`src/rtl/serial_tx.sv`:
```
// serial_tx: framed parallel-to-serial line driver (start bit, DATA_W data
// bits LSB first, one stop bit), each bit held CLKS_PER_BIT clocks.
module serial_tx #(
    parameter int unsigned DATA_W       = 8,
    parameter int unsigned CLKS_PER_BIT = 4
) (
    input  logic              clk,
    input  logic              rst,
    input  logic [DATA_W-1:0] data_in,
    input  logic              valid,
    output logic              ready,
    output logic              tx,
    output logic              busy,
    output logic              done
);

    localparam int unsigned BIT_W = (DATA_W > 1) ? $clog2(DATA_W) : 1;
    localparam int unsigned DIV_W = (CLKS_PER_BIT > 1) ? $clog2(CLKS_PER_BIT) : 1;
    localparam logic [DIV_W-1:0] DIV_LAST = DIV_W'(CLKS_PER_BIT - 1);
    localparam logic [BIT_W-1:0] BIT_LAST = BIT_W'(DATA_W - 1);

    typedef enum logic [1:0] {
        IDLE  = 2'd0,
        START = 2'd1,
        DATA  = 2'd2,
        STOP  = 2'd3
    } state_t;

    state_t              state, state_n;
    logic [DIV_W-1:0]    div, div_n;
    logic [BIT_W-1:0]    bit_idx, bit_idx_n;
    logic [DATA_W-1:0]   shift, shift_n;
    logic                tx_n, busy_n, done_n;

    logic                bit_end;

    // Last clock of the current serial bit.
    assign bit_end = (div == DIV_LAST);

    // Ready comes straight from the state register so a word can be taken
    // in the done cycle.
    assign ready = (state == IDLE);

    // State, datapath and line registers; reset drops the frame and idles the line.
    always_ff @(posedge clk or posedge rst) begin
        if (rst) begin
            state   <= IDLE;
            div     <= '0;
            bit_idx <= '0;
            shift   <= '0;
            tx      <= 1'b1;
            busy    <= 1'b0;
            done    <= 1'b0;
        end else begin
            state   <= state_n;
            div     <= div_n;
            bit_idx <= bit_idx_n;
            shift   <= shift_n;
            tx      <= tx_n;
            busy    <= busy_n;
            done    <= done_n;
        end
    end

    // Next-state and next-output decode for the frame sequencer.
    always_comb begin
        state_n   = state;
        div_n     = div;
        bit_idx_n = bit_idx;
        shift_n   = shift;
        tx_n      = tx;
        busy_n    = busy;
        done_n    = 1'b0;

        unique case (state)
            IDLE: begin
                tx_n   = 1'b1;
                busy_n = 1'b0;
                if (valid) begin
                    shift_n = data_in;
                    div_n   = '0;
                    state_n = START;
                    tx_n    = 1'b0;
                    busy_n  = 1'b1;
                end
            end

            START: begin
                tx_n = 1'b0;
                if (bit_end) begin
                    div_n     = '0;
                    bit_idx_n = '0;
                    state_n   = DATA;
                    tx_n      = shift[0];
                end else begin
                    div_n = div + DIV_W'(1);
                end
            end

            DATA: begin
                if (bit_end) begin
                    div_n = '0;
                    if (bit_idx == BIT_LAST) begin
                        state_n = STOP;
                        tx_n    = 1'b1;
                    end else begin
                        shift_n   = shift >> 1;
                        bit_idx_n = bit_idx + BIT_W'(1);
                        tx_n      = shift_n[0];
                    end
                end else begin
                    div_n = div + DIV_W'(1);
                end
            end

            STOP: begin
                tx_n = 1'b1;
                if (bit_end) begin
                    div_n   = '0;
                    state_n = IDLE;
                    busy_n  = 1'b0;
                    done_n  = 1'b1;
                end else begin
                    div_n = div + DIV_W'(1);
                end
            end

            default: begin
                state_n = IDLE;
                tx_n    = 1'b1;
                busy_n  = 1'b0;
            end
        endcase
    end

endmodule

```
`config.mk`:
```
export PLATFORM = sky130hd
export DESIGN_NAME = serial_tx
export DESIGN_NICKNAME = d
export VERILOG_FILES = /design/src/rtl/serial_tx.sv
export SDC_FILE = /design/constraint.sdc
export NUM_CORES = 1
export LEC_CHECK = 0
export ABC_AREA = 1
export CAP_MARGIN = 30
export CORE_UTILIZATION = 60
export CTS_CLUSTER_DIAMETER = 150
export DETAILED_ROUTE_END_ITERATION = 8
export DONT_BUFFER_PORTS = 1
export PLACE_DENSITY_LB_ADDON = 0.08
export SLEW_MARGIN = 10
export SYNTH_ARGS = -nofsm -noshare
export SYNTH_HDL_FRONTEND = slang
export SYNTH_SLANG_ARGS = --single-unit
```
`constraint.sdc`:
```
create_clock -name clk -period 1.7 [get_ports clk]
set_input_delay 0.34 -clock clk [delete_from_list [all_inputs] [get_ports clk]]
set_output_delay 0.34 -clock clk [all_outputs]
set_load 0.01 [all_outputs]
```
## Word level (Yosys, flattened, before mapping)

Index checks and enable logic that the tools add are counted.

| cells by class | value |
|---|---|
| add/sub/neg operators | 2 |
| eq/ne operators | 11 |
| muxes and demuxes | 27 |
| reduce and logical (&&, ||, !) cells | 9 |

Operator list:

| cell | number |
|---|---|
| $mux 8 | 3 |
| $pmux 8 s2 | 1 |
| $mux 2 | 7 |
| $ne 2x2->1 const B | 6 |
| $mux 3 | 3 |
| $mux 1 | 8 |
| $pmux 2 s4 | 1 |
| $reduce_and 4->1 | 2 |
| $eq 2x2->1 const B | 3 |
| $pmux 3 s2 | 1 |
| $reduce_bool 2->1 | 3 |
| $reduce_and 5->1 | 1 |
| $pmux 1 s4 | 1 |
| $pmux 2 s2 | 1 |
| $add 3x1->3 const B | 1 |
| $eq 3x3->1 const B | 1 |
| $reduce_or 3->1 | 1 |
| $add 2x1->2 const B | 1 |
| $eq 2x1->1 const B | 1 |
| $logic_not 2->1 | 1 |
| $pmux 1 s2 | 1 |
| $reduce_and 2->1 | 1 |

| word-level totals | value |
|---|---|
| register bits after elaboration | 18 |
| output and inout port bits | 4 |
| logic and storage cells | 56 |

## Depth between registers and ports, before layout

| logic depth | value |
|---|---|
| word-level depth | 4 |
| mapped depth | 11 |
| mapped depth without buffers | 9 |

## Worst setup path before layout

Ideal clock, no wire load.

| timing | value |
|---|---|
| kind | register to register |
| start point | register state[0] |
| end point | register shift[3] |
| setup time | 0.117 ns |
| arrival | 1.336 ns |
| required time | 1.583 ns |
| slack | 0.247 ns |
| stages on the path, launching flop included | 11 |
| path buffers | 1 |
| period minus slack after synthesis | 1.453 ns |
| cell sequence | dfrtp_1 -> inv_1 -> ha_1 -> nand2_1 -> nand2_2 -> inv_4 -> nand2_4 -> inv_4 -> buf_12 -> nand2_2 -> o21ai_2 |

| on the way | value |
|---|---|
| longest elaborated chain between the ends | 3 |
| elaborated cells on any way between the ends | 8 |
| classes of those cells | eq/ne (4); mux (1); reduce/logical (3) |

RTL lines:

| what | line | RTL |
|---|---|---|
| start: declaration | 29 | `state_t state, state_n;` |
| start signal: assignment | 55 | `state <= state_n;` |
| $logic_not 2->1 (*) | - |  |
| via ready | 11 | `output logic ready,` |
| $ne 2x2->1 (no line) / $reduce_bool 2->1 (equally long branches) | - |  |
| $reduce_and 4->1 (no line) | - |  |
| end signal: assignment | 58 | `shift <= shift_n;` |
| end: declaration | 32 | `logic [DATA_W-1:0] shift, shift_n;` |

Mark *: on every way through the listed nets, which the timed path passes. The rest lies on a longest branch.
A chain may end at the register's enable or synchronous reset.

## Worst setup path after layout

| timing | value |
|---|---|
| start point | register state[0] |
| end point | register shift[6] |

| on the way | value |
|---|---|
| longest elaborated chain between the ends | 3 |
| elaborated cells on any way between the ends | 8 |
| classes of those cells | eq/ne (4); mux (1); reduce/logical (3) |

RTL lines:

| what | line | RTL |
|---|---|---|
| $eq 2x2->1 / $logic_not 2->1 (equally long branches) | 75 | `unique case (state)` |
| $ne 2x2->1 (no line) / $reduce_bool 2->1 (equally long branches) | - |  |
| $reduce_and 4->1 (no line) | - |  |

Parallel ways exist; a longest one is shown, timed or not.

==> metrics.cfg <==
[flow_run]
drv_cap=0

[sta]
timing.setup.tns_ns=0
worst_slew_pin_slew_ns=0.6696
finalClockSkew_ns=0.006540
setup_viol=0
hold_viol=0
rsz0062_at_grt=no
max_freq_ghz=0.6572
min_period_ns=1.522
slew_violations=0
slew_headroom_pct=55.31
fin_crit_sh_pct=89.51

[setup_path]
cpPeakStageDelay_ns=0.42
path_max_fanout=14
cp_top_family=flip-flops
r2r-start=state[0]
r2r.worst_path.cells=9
crit_path_top_delay_cell=dfrtp_1
worstPathCellList=inv_1 -> ha_1 -> inv_4 -> nand2_1 -> nand2_2 -> nand2_4 -> inv_4 -> nand2_1 -> o21ai_2
rr_endpoint=shift[6]
crit_start=state[0]
crit_type=reg -> reg
cp_num_buf_inv=3
r2r_setup_slack_ns=0.18
start_kind=flip-flop
required_ns=1.94
crit_arrival_ns=1.76
cp-end-kind=flip-flop

[routing]
drt-wirelength-per-cell_um=11.58
ant_nets=0
vias=714
drt-total-wl_mm=1.598
drt-pass1-iter-count=6
drc_errors=2
drt-initial-drc-count=15
vias_per_cell=5.174

[status]
status=finished, violations left
violations=DRC

[cts]
clkSinkCount=18
post-cts-setup-buffer-count=0
cts_buffer_depth=2
cts_max_level=1
numCtsBuffers=3
cts.clk_slew.worst_paths_ns=0.10
clkLatencyLatePin_ns=0.30
cts_root_buffer=clkbuf_4
tritoncts=yes

[synthesis]
syn_avg_cell_area_um2=8.581
yosysTopAreaCellShare_pct=41.31
seq_area_frac_synth_pct=43.86
yosysWarnings=0
yosysTopAreaCell=dfrtp_1
netlist_area_um2=1030
ys_top_cells_by_area=dfrtp_1, nand2_1, ha_1
syn_nets=138
synth-seq-cells=18
synth_cell_types=18
syn_inst=120

[grt]
grt_max_degree=19
grt_use_total_pct=20.88
grt_overflow=0
grt_pass1_vias=683
grt_first_pass_wirelength_mm=2.829
grt_antenna_before_repair=0

[cells_and_area]
fillers=130
drive_gt1_share_pct=20.49
final_util_pct=66.93
final_common_cell=nand2_1
final_cell_mix=nand2_1, dfrtp_1, inv_1
register_area_um2=451.7
multi_input_area_um2=462.9
instances_no_fill=138
layout.nets=141
n_antenna_cell=0
syn2layout_area_growth_pct=1.336

[die]
dieWidth_um=43.43
die_h_um=43.43
fp.coreArea_um2=1559
die-area_um2=1886
io_pins=15
row_count=14
start_util_pct=66.05

[hold_path]
hold_path_class=in -> async

[place]
port_buffers=0
dp.cells=134
place_congestion=0.7545
place_hpwl_mm=1.245

[power_and_ir_drop]
p_per_area_nw_per_um2=1966
leakagePower_uw=0.0005622
ir_drop_mv=1.130

report_power, final:
part           internal, µW  switching, µW
Combinational           394            673
Sequential              638            125
Clock                  91.4            130
worst max-delay path by stage:
stage               slack (ns)       end  depth (start not counted)
floorplan                 0.25  shift[3]                         10
global placement          0.22  shift[6]                          9
detailed placement        0.16  shift[6]                          9
CTS                       0.16  shift[6]                          9
global route              0.03  shift[6]                          9
finish                    0.18  shift[6]                          9
Yosys cell counts (all sizes together):
cell type	n
nand2	43
inv	18
dfrtp	17
o21ai	14
nand3	9
ha	7
buf	3
nor2	3
a21oi	2
mux2i	2
dfstp	1
o31ai	1
metal layers:
layer / share of wire (%) / GRT usage, % / vias up
met1: 48 / 27.40 / 315
met5: 0 / 0 / -
li1: - / - / 382
met3: 5.3 / 5.000 / 2
met4: 1.3 / 11.88 / 0
met2: 45 / 31.82 / 15
what timing repair did:
action / 4_1_cts / 5_1_grt
setup endpoints to repair: 0 / 1
hold buffers: 0 / 0
resized for setup: 0 / 1
final cells by class:
type	instances	area share [%]
Multi-Input combinational cell	81	44.36
Sequential cell	18	43.29
Timing Repair Buffer	1	0.7194
Tap cell	16	1.918
Inverter	18	7.194
Clock buffer	4	2.518
cells by family after synthesis:
logic type | synth area share, %
compound gates | 9.964
flops | 43.86
simple gates | 24.30
mux | 1.944
fa+ha+maj | 8.505
buf+inv | 11.42
sequential cells by signal, summed over array words and instances (netlist names):
| register | cells |
|---|---|
| busy | 1 |
| div | 2 |
| tx | 1 |
| state | 2 |
| done | 1 |
| bit_idx | 3 |
| shift | 8 |
metrics by stage:
step / total power [µW] / cell area, µm² / setup WS, ns / hold WS (ns)
3_3_place_gp: 1820 / 1015 / 0.2245 / 0.3550
3_5_place_dp: 1849 / 1015 / 0.1628 / 0.3677
6_report: 2052 / 1044 / 0.1783 / 0.01550
4_1_cts: 2072 / 1041 / 0.1589 / 0.03240
5_1_grt: 2274 / 1044 / 0.03396 / 0.07627
2_1_floorplan: 1778 / 1030 / 0.2472 / 0.2778
Note: power is estimated with default switching activity, not from simulation.
